==> src/rtl/traffic_pkg.sv <==
// Shared lamp codes, walk-lamp codes and FSM state codes for the multi-phase
// traffic light controller.
package traffic_pkg;

    localparam logic [2:0] RED    = 3'b100;
    localparam logic [2:0] YELLOW = 3'b010;
    localparam logic [2:0] GREEN  = 3'b001;
    localparam logic [2:0] DARK   = 3'b000;

    localparam logic [1:0] WALK_ON  = 2'b01;
    localparam logic [1:0] WALK_OFF = 2'b10;

    localparam logic [2:0] S_GREEN  = 3'd0;
    localparam logic [2:0] S_YELLOW = 3'd1;
    localparam logic [2:0] S_ALLRED = 3'd2;
    localparam logic [2:0] S_WALK   = 3'd3;
    localparam logic [2:0] S_FLASH  = 3'd4;

endpackage

==> src/rtl/tick_prescaler.sv <==
// Free-running divider: tick is high for one clock every TICK_DIV clocks.
module tick_prescaler #(
    parameter int TICK_DIV = 1
) (
    input  logic sys_clkp,
    input  logic rst,
    output logic tick
);

    localparam int CW = (TICK_DIV > 1) ? $clog2(TICK_DIV) : 1;

    logic [CW-1:0] count_q;

    assign tick = (count_q == CW'(TICK_DIV - 1));

    // Only reset clears the count; FSM state changes never touch it.
    always_ff @(posedge sys_clkp) begin
        if (rst) begin
            count_q <= '0;
        end else if (tick) begin
            count_q <= '0;
        end else begin
            count_q <= count_q + CW'(1);
        end
    end

endmodule

==> src/rtl/traffic_light_multi.sv <==
// Round-robin controller for NUM_PHASES signal groups with a pedestrian walk
// phase after yellow on request, and a yellow flash (night/fault) mode.
module traffic_light_multi
    import traffic_pkg::*;
#(
    parameter int NUM_PHASES    = 2,
    parameter int TICK_DIV      = 1,
    parameter int TIMER_W       = 16,
    parameter int GREEN_TICKS   = 9,
    parameter int YELLOW_TICKS  = 4,
    parameter int ALL_RED_TICKS = 1,
    parameter int WALK_TICKS    = 10,
    parameter int FLASH_TICKS   = 2
) (
    input  logic                          sys_clkp,
    input  logic                          rst,
    input  logic                          button,
    input  logic                          flash_en,
    output logic [3*NUM_PHASES-1:0]       lights,
    output logic [1:0]                    walk,
    output logic [$clog2(NUM_PHASES)-1:0] phase,
    output logic [2:0]                    state
);

    localparam int PW = $clog2(NUM_PHASES);

    logic               tick;
    logic               sync_meta;
    logic               sync_level;
    logic [2:0]         state_q;
    logic [2:0]         state_d;
    logic [PW-1:0]      phase_q;
    logic [PW-1:0]      phase_d;
    logic [TIMER_W-1:0] timer_q;
    logic [TIMER_W-1:0] timer_d;
    logic [TIMER_W-1:0] dur_m1;
    logic               expire;
    logic               pending_q;
    logic               pending_d;
    logic               blink_q;
    logic               blink_d;
    logic               from_flash_q;
    logic               from_flash_d;
    logic               flash_entry;

    tick_prescaler #(
        .TICK_DIV (TICK_DIV)
    ) u_prescaler (
        .sys_clkp (sys_clkp),
        .rst      (rst),
        .tick     (tick)
    );

    always_comb begin
        case (state_q)
            S_GREEN:  dur_m1 = TIMER_W'(GREEN_TICKS - 1);
            S_YELLOW: dur_m1 = TIMER_W'(YELLOW_TICKS - 1);
            S_WALK:   dur_m1 = TIMER_W'(WALK_TICKS - 1);
            S_FLASH:  dur_m1 = TIMER_W'(FLASH_TICKS - 1);
            default:  dur_m1 = TIMER_W'(ALL_RED_TICKS - 1);
        endcase
    end

    assign expire      = tick && (timer_q == dur_m1);
    assign flash_entry = flash_en && (state_q != S_FLASH);

    // Flash request outranks timer expiry; every state change restarts the timer.
    always_comb begin
        state_d      = state_q;
        phase_d      = phase_q;
        blink_d      = blink_q;
        from_flash_d = from_flash_q;
        timer_d      = tick ? timer_q + TIMER_W'(1) : timer_q;
        if (flash_entry) begin
            state_d = S_FLASH;
            timer_d = '0;
            blink_d = 1'b1;
        end else begin
            case (state_q)
                S_GREEN: begin
                    if (expire) begin
                        state_d = S_YELLOW;
                        timer_d = '0;
                    end
                end
                S_YELLOW: begin
                    if (expire) begin
                        state_d = pending_q ? S_WALK : S_ALLRED;
                        timer_d = '0;
                    end
                end
                S_WALK: begin
                    if (expire) begin
                        state_d = S_ALLRED;
                        timer_d = '0;
                    end
                end
                S_FLASH: begin
                    if (!flash_en) begin
                        state_d      = S_ALLRED;
                        timer_d      = '0;
                        from_flash_d = 1'b1;
                    end else if (expire) begin
                        blink_d = ~blink_q;
                        timer_d = '0;
                    end
                end
                default: begin
                    if (expire) begin
                        state_d      = S_GREEN;
                        timer_d      = '0;
                        from_flash_d = 1'b0;
                        if (from_flash_q || (phase_q == PW'(NUM_PHASES - 1))) begin
                            phase_d = '0;
                        end else begin
                            phase_d = phase_q + PW'(1);
                        end
                    end
                end
            endcase
        end
    end

    always_comb begin
        if (flash_entry || (state_q == S_WALK) || (state_q == S_FLASH)) begin
            pending_d = 1'b0;
        end else if (sync_level) begin
            pending_d = 1'b1;
        end else begin
            pending_d = pending_q;
        end
    end

    always_ff @(posedge sys_clkp) begin
        if (rst) begin
            sync_meta    <= 1'b0;
            sync_level   <= 1'b0;
            state_q      <= S_GREEN;
            phase_q      <= '0;
            timer_q      <= '0;
            pending_q    <= 1'b0;
            blink_q      <= 1'b0;
            from_flash_q <= 1'b0;
        end else begin
            sync_meta    <= button;
            sync_level   <= sync_meta;
            state_q      <= state_d;
            phase_q      <= phase_d;
            timer_q      <= timer_d;
            pending_q    <= pending_d;
            blink_q      <= blink_d;
            from_flash_q <= from_flash_d;
        end
    end

    // Lamps decode straight from registers so they never lag the state.
    always_comb begin
        for (int i = 0; i < NUM_PHASES; i++) begin
            lights[3*i +: 3] = RED;
            if (state_q == S_FLASH) begin
                lights[3*i +: 3] = blink_q ? YELLOW : DARK;
            end else if (phase_q == PW'(i)) begin
                if (state_q == S_GREEN) begin
                    lights[3*i +: 3] = GREEN;
                end else if (state_q == S_YELLOW) begin
                    lights[3*i +: 3] = YELLOW;
                end
            end
        end
    end

    assign walk  = (state_q == S_WALK) ? WALK_ON : WALK_OFF;
    assign phase = phase_q;
    assign state = state_q;

endmodule

==> config.mk <==
export PLATFORM = sky130hd
export DESIGN_NAME = traffic_light_multi
export DESIGN_NICKNAME = d
export VERILOG_FILES = /design/src/rtl/traffic_pkg.sv /design/src/rtl/tick_prescaler.sv /design/src/rtl/traffic_light_multi.sv
export SDC_FILE = /design/constraint.sdc
export NUM_CORES = 1
export LEC_CHECK = 0
export BUFFER_PORTS_ARGS = -buffer_cell sky130_fd_sc_hd__buf_4
export CAP_MARGIN = 40
export CELL_PAD_IN_SITES_DETAIL_PLACEMENT = 0
export CELL_PAD_IN_SITES_GLOBAL_PLACEMENT = 1
export CORE_UTILIZATION = 45
export CTS_BUF_LIST = sky130_fd_sc_hd__clkbuf_4 sky130_fd_sc_hd__clkbuf_8 sky130_fd_sc_hd__clkbuf_16
export DETAILED_ROUTE_END_ITERATION = 7
export PLACE_DENSITY_LB_ADDON = 0.15
export SLEW_MARGIN = 20
export SYNTH_ARGS = -nofsm -noshare
export SYNTH_HDL_FRONTEND = slang
export SYNTH_SLANG_ARGS = --single-unit
==> constraint.sdc <==
create_clock -name sys_clkp -period 5.75 [get_ports sys_clkp]
set_clock_uncertainty 0.2 [all_clocks]
set_input_delay 0 -clock sys_clkp [delete_from_list [all_inputs] [get_ports sys_clkp]]
set_output_delay 0 -clock sys_clkp [all_outputs]
set_load 0.005 [all_outputs]
==> flow_summary.toml, run 1 <==
[yosys]
syn-num-nets = 160
yosysWarnings = 0
synth_area_leaders = "dfxtp_1 (40%), xnor2_1 (9.4%), nor2_1 (8.6%)"
ys_types = 37
synth_top_area_share_pct = 39.92
synth-seq-cells = 26
synth_area_um2 = 1304
syn_inst = 155
syn_avg_cell_area_um2 = 8.411
yosysTopAreaCell = "dfxtp_1"
ys_seq_area_share_pct = 39.92

[sta]
finalCritPeriodShare_pct = 44.42
rsz0062_at_grt = "no"
tightest_slew_ps = 656.7
final_hold_viol_count = 0
fmax_ghz = 0.3915
drv_slew = 0
finalSetupTns_ps = 0
setup_viol = 0
period_needed_ps = 2554
relSlewSlack_pct = 56.21
fin_ws_ps = 3196
holdWs_ps = 254.2

[layout]
nets = 179
drive_gt1_share_pct = 14.45
area_growth_pct = 16.51
mostFrequentLayoutCell = "nor2_1"
diodes = 0
fillers = 274
layout_common_cells = "nor2_1 (30), dfxtp_1 (26), buf_4 (15), xnor2_1 (14)"

[placed_design]
portBuffers = 15
dp_slack_ps = 3225
hpwl_mm = 1.875
place.gp.congestion = 0.7621

[floorplan]
die_height_um = 55.83
core_area_um2 = 2758
row_count = 19
die-area_um2 = 3116
die_w_um = 55.83
io_pins = 16
start_util_pct = 47.28

[worst_setup_path]
worst-setup-path-type = "flip-flop to flip-flop"
timing.rr.end = "timer_q[13]"
r2r_setup_slack_ps = 3200
r2r-start = "state[2]"
critPathCaptureType = "flip-flop"
worstPathRequired_ps = 5750
arrival_ps = 2550
crit_start = "state[2]"
r2r_cells = 5
critPathLaunchType = "flip-flop"
path_max_fanout = 16

[hold_path]
whs_path_depth = 3
hold_start = "rst"
holdPathEnd = "sync_level"
min-delay-path-class = "input pin to flip-flop"

[global_routing]
grt_max_degree = 17
grt_pass1_wl_mm = 4.457
antenna_found_initial = 0
grt_usage_pct = 17.91
grt_pass1_vias = 999
grt_overflow = 0

[power_and_ir_drop]
p_leak_nw = 0.5521
power_mw = 0.3555
vdd.ir_drop.worst_v = 0.0001796
powerDensity_nw_per_um2 = 234.1

[routing]
wl_mm = 2.571
drc_errors = 0
drt-initial-drc-count = 42
firstDrtPassIters = 4
ant_nets = 0
vias_per_cell = 5.407
wl_per_cell_um = 12.60
vias = 1103

[status]
status = "complete, no violations"

[clocking]
clk_latency_ps = 320
clock_sinks = 26
cts_buffers = 3
cts_tree = "built"
post_cts_buffers = 0
h-tree-depth = 1
clock_path_buffers = 2
path_clk_slew_ps = 140
root_buffer = "clkbuf_4"

[flow_run]
maxCapViolations = 0
-- registers in the layout (all words and copies together) (netlist names) --
| register | cells |
|---|---|
| pending_q | 1 |
| state | 3 |
| phase | 1 |
| from_flash_q | 1 |
| sync_meta | 1 |
| timer_q | 16 |
| blink_q | 1 |
| u_prescaler.count_q | 1 |
| sync_level | 1 |
-- cell families (layout without fill, tap and decap cells) --
logic type,after synthesis,in the layout,share of synthesized area (%)
AND/OR/NAND/NOR,76,76,30.71
flip-flops,26,26,39.92
AO/OA/AOI/OAI,18,18,8.925
XOR/XNOR,18,18,12.67
buffers and inverters,12,30,4.223
multiplexers,3,3,2.303
adder cells (fa/ha/maj),1,1,0.9595
other,1,1,0.2876
-- synth_stat cells --
cell type,instances
xor2_1,3
inv_1,7
nor3_1,8
ha_1,1
nor3b_1,1
xor2_2,1
o22ai_1,1
a211oi_1,2
or2_2,2
nor2b_1,4
nor2b_4,1
a21boi_0,2
o41ai_1,1
nor2_1,30
or4_1,1
nand2_1,8
o21ai_0,4
nand3b_1,2
nor3b_4,1
buf_2,2
dfxtp_1,26
nand3_1,6
buf_6,1
o21ai_2,1
xnor2_1,14
conb_1,1
clkbuf_1,2
nand4bb_1,1
a21oi_1,5
a211o_1,2
mux2i_1,3
nand2b_1,1
or3_1,1
nor4_1,4
and4b_1,2
and3_1,1
nand4_1,2
-- where the power goes --
group / internal, mW / switching (mW)
clock: 0.0705 / 0.0545
sequential: 0.184 / 0.00661
combinational: 0.0191 / 0.0205
-- worst max path at each step --
stage / to / cells past startpoint
after CTS: timer_q[13] / 5
final: timer_q[13] / 5
after detailed placement: timer_q[6] / 5
after global placement: timer_q[12] / 5
after floorplan: state[1] / 6
after global routing: timer_q[7] / 5
-- per-stage QoR --
| stage | util, % | instance area [µm²] | std cells |
|---|---|---|---|
| after floorplan | - | 1304 | 155 |
| after global placement | 51.72 | 1426 | 196 |
| after detailed placement | 51.72 | 1426 | 196 |
| after CTS | 55.08 | 1519 | 204 |
| after global routing | 55.08 | 1519 | 204 |
| final | 55.08 | 1519 | 204 |
-- area by class of cell --
class                           count  area (µm²)  area share (%)
Clock buffer                        3       22.52           1.483
Clock inverter                      1       30.03           1.977
Inverter                            7       26.28           1.730
Multi-Input combinational cell    117       728.2           47.94
Sequential cell                    26       520.5           34.27
Tap cell                           31       38.79           2.554
Timing Repair Buffer               19       152.6           10.05
-- per-layer routing --
metal	GRT usage [%]	up-vias	share of wire [%]
met4	6.272	0	1.1
met2	25.47	19	42
met1	27.78	520	54
met5	0	-	0
met3	2.093	4	3.1
li1	-	560	-
-- what timing repair did --
item	in CTS	in global routing
endpoints found under the hold margin	9	0
hold buffers	4	0
gates resized for setup	0	0
-- critical path: stages (launching register included) --
cell and delay [ps]:
dfxtp_1 640, nor3b_4 430, o21ai_0 130, a211o_1 370, o21ai_2 560, nor2_1 110
(Power assumes the default switching activity.)
==> run 2: changes to the inputs <==
--- a/config.mk
+++ b/config.mk
@@ -9,7 +9,7 @@
 export CAP_MARGIN = 40
 export CELL_PAD_IN_SITES_DETAIL_PLACEMENT = 0
 export CELL_PAD_IN_SITES_GLOBAL_PLACEMENT = 1
-export CORE_UTILIZATION = 45
+export CORE_UTILIZATION = 38
 export CTS_BUF_LIST = sky130_fd_sc_hd__clkbuf_4 sky130_fd_sc_hd__clkbuf_8 sky130_fd_sc_hd__clkbuf_16
 export DETAILED_ROUTE_END_ITERATION = 7
 export PLACE_DENSITY_LB_ADDON = 0.15
==> constraint.sdc (replaced) <==
create_clock -name sys_clkp -period 2.2 [get_ports sys_clkp]
set_clock_uncertainty 0.2 [all_clocks]
set_input_delay 0 -clock sys_clkp [delete_from_list [all_inputs] [get_ports sys_clkp]]
set_output_delay 0 -clock sys_clkp [all_outputs]
set_load 0.005 [all_outputs]
==> run 2 against run 1 <==
Clock power is 93% higher. First-iteration DRC count is 40% higher. Critical path type unchanged. Routed wire length is 3.7% higher.
==> flow_summary.toml, run 2 (same netlist as run 1, synthesis figures left out) <==
[clocking]
path_clk_slew_ps = 140
cts_buffers = 3
post_cts_buffers = 0
clock_path_buffers = 2
h-tree-depth = 1
clk_latency_ps = 320
root_buffer = "clkbuf_4"
cts_tree = "built"
clock_sinks = 26

[sta]
fmax_ghz = 0.4870
finalCritPeriodShare_pct = 93.33
fin_ws_ps = 146.7
final_hold_viol_count = 0
setup_viol = 0
finalSetupTns_ps = 0
rsz0062_at_grt = "no"
drv_slew = 0
period_needed_ps = 2053

[power_and_ir_drop]
powerDensity_nw_per_um2 = 543.4
combPwrFrac_pct = 15.1
p_switching_mw = 0.2170
p_int_mw = 0.6499
p_clk_share_pct = 27.8
p_seq_share_pct = 57.1
p_leak_nw = 0.5870
switching_share_pct = 25.04
vdd.ir_drop.worst_v = 0.0003367

[global_routing]
antenna_found_initial = 0
grt_overflow = 0
grtUsageMet1_pct = 25.98
grt_max_degree = 17
met3_usage_pct = 2.559
grt_pass1_wl_mm = 4.692
top_usage_layer = "met1"
grt_pass1_vias = 1047
grtUsageMet2_pct = 25.12
grt_usage_pct = 17.01

[status]
status = "complete, no violations"

[floorplan]
die-area_um2 = 3669
start_util_pct = 41.35
core_area_um2 = 3153
row_count = 20
die_height_um = 60.58
die_w_um = 60.58
io_pins = 16

[worst_setup_path]
critPathMaxStageDelay_ps = 390
crit_start = "state[0]"
arrival_ps = 2080
cp_slowest_cell = "dfxtp_2"
worstPathRequired_ps = 2230
critPathLaunchType = "flip-flop"
worst-setup-path-type = "flip-flop to flip-flop"
r2r-start = "state[0]"
path_max_fanout = 9
critPathCaptureType = "flip-flop"
path_cells = "nor2b_4 -> or3_1 -> a211o_1 -> or4_1 -> and3_1"

[placed_design]
dp_slack_ps = 59.37
place.gp.congestion = 0.8110
place_inst = 216
portBuffers = 15
hpwl_mm = 1.985

[layout]
mostFrequentLayoutCell = "nor2_1"
area_growth_pct = 22.36
nets = 186
diodes = 0
top_register = "timer_q"
drive_gt1_share_pct = 20.00
largest_register_ffs = 16
finalNonFillerCells = 224
layout_common_cells = "nor2_1 (30), dfxtp_1 (23), buf_4 (21), xnor2_1 (14)"

[routing]
vias = 1085
firstDrtPassIters = 4
drc_errors = 0
wl_per_cell_um = 11.91
drt-initial-drc-count = 59
ant_nets = 0
wl_mm = 2.667
vias_per_cell = 4.844

[hold_path]
hold_start = "rst"
min-delay-path-class = "input pin to flip-flop"

[flow_run]
maxCapViolations = 0
run 2: changes by cell type in the layout (fill, tap and decap cells not counted), sizes merged:
cell,previous run,this run
buf,15,22
clkbuf,3,4
bufinv,1,0
run 2: cell type report:
class                   instances  area (µm²)
inverters                       7       26.28
multi-input cells             117       735.7
flip-flops and latches         26       524.3
clock buffers                   4       36.28
fillers                       313        1558
repair buffers                 26       217.7
well taps                      44       55.05
run 2: power groups by stage:
stage | Clock, mW | Combinational [mW] | Sequential (mW)
2_1_floorplan | 0 | 0.0735 | 0.501
3_3_place_gp | 0 | 0.122 | 0.505
3_5_place_dp | 0 | 0.124 | 0.505
4_1_cts | 0.254 | 0.130 | 0.495
5_1_grt | 0.270 | 0.146 | 0.498
6_report | 0.241 | 0.131 | 0.495
run 2: routing by layer:
layer  vias to the layer above  routed length (µm)
li1                        574                   -
met1                       494                1466
met2                        15                1097
met3                         2                  88
met4                         0                  14
met5                         -                   0
run 2: critical path: cells and delay by family (launching register included):
family	cells	cell delay (ps)
flip-flops	1	390
AND/OR/NAND/NOR	4	1060
AO/OA/AOI/OAI	1	310
run 2: worst paths after layout:
check,endpoint,slack (ps),depth (start not counted)
setup / recovery,state[1],150,5
hold / removal,phase,240,3
setup reg to reg,state[1],150,5
hold reg to reg,sync_level,260,1
run 2: metrics by stage:
step / hold slack, ps / total power [mW] / utilization (%) / instance area (µm²)
floorplan: -71.82 / 0.5744 / - / 1304
global placement: 15.97 / 0.6268 / 47.82 / 1508
detailed placement: 21.75 / 0.6295 / 47.82 / 1508
CTS: 220.3 / 0.8795 / 50.24 / 1584
global route: 234.7 / 0.9144 / 50.60 / 1595
finish: 238.0 / 0.8669 / 50.60 / 1595
run 2: timing repair:
item,CTS,global route
setup endpoints to repair,0,2
hold buffers,4,0
hold endpoints to repair,25,0
gates resized for setup,0,4
==> run 3: changes to the inputs <==
--- a/config.mk
+++ b/config.mk
@@ -12,7 +12,7 @@
 export CORE_UTILIZATION = 38
 export CTS_BUF_LIST = sky130_fd_sc_hd__clkbuf_4 sky130_fd_sc_hd__clkbuf_8 sky130_fd_sc_hd__clkbuf_16
 export DETAILED_ROUTE_END_ITERATION = 7
-export PLACE_DENSITY_LB_ADDON = 0.15
+export PLACE_DENSITY = 0.8
 export SLEW_MARGIN = 20
 export SYNTH_ARGS = -nofsm -noshare
 export SYNTH_HDL_FRONTEND = slang
==> run 3 against run 2 <==
Maximum frequency fell by 1.9%. Via count rose by 3.7%. Sequential power barely moved. Hold slack improved by 8.3 ps. Global-route usage fell by 1.1 points. Critical path type unchanged. Critical endpoint is now timer_q[4].
==> flow_summary.toml, run 3 (same netlist as run 1, synthesis figures left out) <==
[layout]
multi_input_area_um2 = 734.5
top_register = "timer_q"
final_util_pct = 50.24
layout_common_cells = "nor2_1 (30), dfxtp_1 (25), buf_4 (24), xnor2_1 (14)"
diodes = 0
nets = 187
regArea_um2 = 521.8
fillers = 313
drive_gt1_share_pct = 19.89
mostFrequentLayoutCell = "nor2_1"
largest_register_ffs = 16
area_growth_pct = 21.50

[worst_setup_path]
critPathCaptureType = "flip-flop"
path_cells = "nor3b_4 -> or3_1 -> a211o_1 -> buf_4 -> o21ai_2 -> buf_4 -> nor2_1"
cp_slowest_cell = "dfxtp_1"
arrival_ps = 2120
critPathMaxStageDelay_ps = 390
r2r-start = "state[2]"
timing.rr.end = "timer_q[4]"
cp_common_cell = "buf_4"
path_max_fanout = 11
r2r_cells = 7
r2r_setup_slack_ps = 110
worst-setup-path-type = "flip-flop to flip-flop"
worstPathRequired_ps = 2230
critPathLaunchType = "flip-flop"

[placed_design]
place.gp.congestion = 0.7849
portBuffers = 15
hpwl_mm = 1.979

[global_routing]
antenna_found_initial = 0
grt_pass1_vias = 1049
grt_pass1_wl_mm = 4.381
grt_max_degree = 15
grt_overflow = 0
grt_usage_pct = 15.89

[power_and_ir_drop]
power_mw = 0.8577
vdd.ir_drop.worst_v = 0.0003792
p_seq_share_pct = 57.6
p_int_mw = 0.6462
combPwrFrac_pct = 14.6
powerDensity_nw_per_um2 = 541.5
p_clk_share_pct = 27.8
p_leak_nw = 0.5860
switching_share_pct = 24.66
p_switching_mw = 0.2115

[floorplan]
die_w_um = 60.58
start_util_pct = 41.35
row_count = 20
io_pins = 16
core_area_um2 = 3153
die-area_um2 = 3669
die_height_um = 60.58

[hold_path]
hold_start = "rst"
min-delay-path-class = "input pin to flip-flop"
holdPathEnd = "phase"
whs_path_depth = 3

[clocking]
clock_path_buffers = 2
clk_latency_ps = 310
clock_sinks = 26
post_cts_buffers = 0
cts_buffers = 3
root_buffer = "clkbuf_4"
cts_tree = "built"
h-tree-depth = 1
path_clk_slew_ps = 130

[sta]
setup_viol = 0
rsz0062_at_grt = "no"
finalCritPeriodShare_pct = 95.11
period_needed_ps = 2092
fmax_ghz = 0.4779
holdWs_ps = 246.3
final_hold_viol_count = 0
drv_slew = 0
finalSetupTns_ps = 0

[status]
status = "complete, no violations"

[routing]
ant_nets = 0
firstDrtPassIters = 4
wl_per_cell_um = 11.60
wl_mm = 2.610
vias_per_cell = 5.000
drc_errors = 0
vias = 1125
drt-initial-drc-count = 35

[flow_run]
maxCapViolations = 0
## run 3: cell count changes in the layout (fill, tap and decap cells not counted), sizes merged
cell,before,now
dlygate4sd3,4,3
buf,22,24
## run 3: metal layers
| layer | vias to the layer above | share of wire, % | global-route usage (%) |
|---|---|---|---|
| li1 | 573 | - | - |
| met1 | 537 | 46 | 18.37 |
| met2 | 13 | 51 | 28.73 |
| met3 | 2 | 2.8 | 4.478 |
| met4 | 0 | 0.80 | 4.221 |
| met5 | - | 0 | 0 |
## run 3: cell type report
class,count,share of cell area [%]
Multi-Input combinational cell,117,46.37
Sequential cell,26,32.94
Timing Repair Buffer,27,13.27
Tap cell,44,3.476
Clock buffer,4,2.291
Inverter,7,1.659
## run 3: power by group through the flow
| stage | combinational (mW) | sequential (mW) | clock, mW |
|---|---|---|---|
| 2_1_floorplan | 0.0735 | 0.501 | 0 |
| 3_3_place_gp | 0.119 | 0.504 | 0 |
| 3_5_place_dp | 0.121 | 0.505 | 0 |
| 4_1_cts | 0.126 | 0.494 | 0.249 |
| 5_1_grt | 0.138 | 0.496 | 0.267 |
| 6_report | 0.125 | 0.494 | 0.238 |
## run 3: what timing repair did
action                                  in CTS  in global routing
hold buffers                                 3                  0
gates resized for setup                      0                  2
endpoints found under the hold margin       15                  0
endpoints found under the setup margin       0                  3
## run 3: how the worst max path moves through the flow
stage | startpoint | endpoint | slack (ps)
6_report | state[2] | timer_q[4] | 110
5_1_grt | state[2] | timer_q[9] | 9
4_1_cts | state[0] | timer_q[4] | 70
3_5_place_dp | state[0] | timer_q[0] | 90
3_3_place_gp | state[0] | timer_q[6] | 130
2_1_floorplan | state[0] | state[1] | 50
## run 3: critical path: cells and delay by family, from the launching register on
family	cells	cell delay, ps
AO/OA/AOI/OAI	2	500
flip-flops	1	390
AND/OR/NAND/NOR	3	550
buffers and inverters	2	370
## run 3: stage by stage
stage               instance area [µm²]  worst slack, ps  cells
finish                             1584            107.5    225
global route                       1584            9.048    225
CTS                                1577            74.90    225
detailed placement                 1510            94.46    218
global placement                   1510            130.9    218
floorplan                          1304            54.04    155
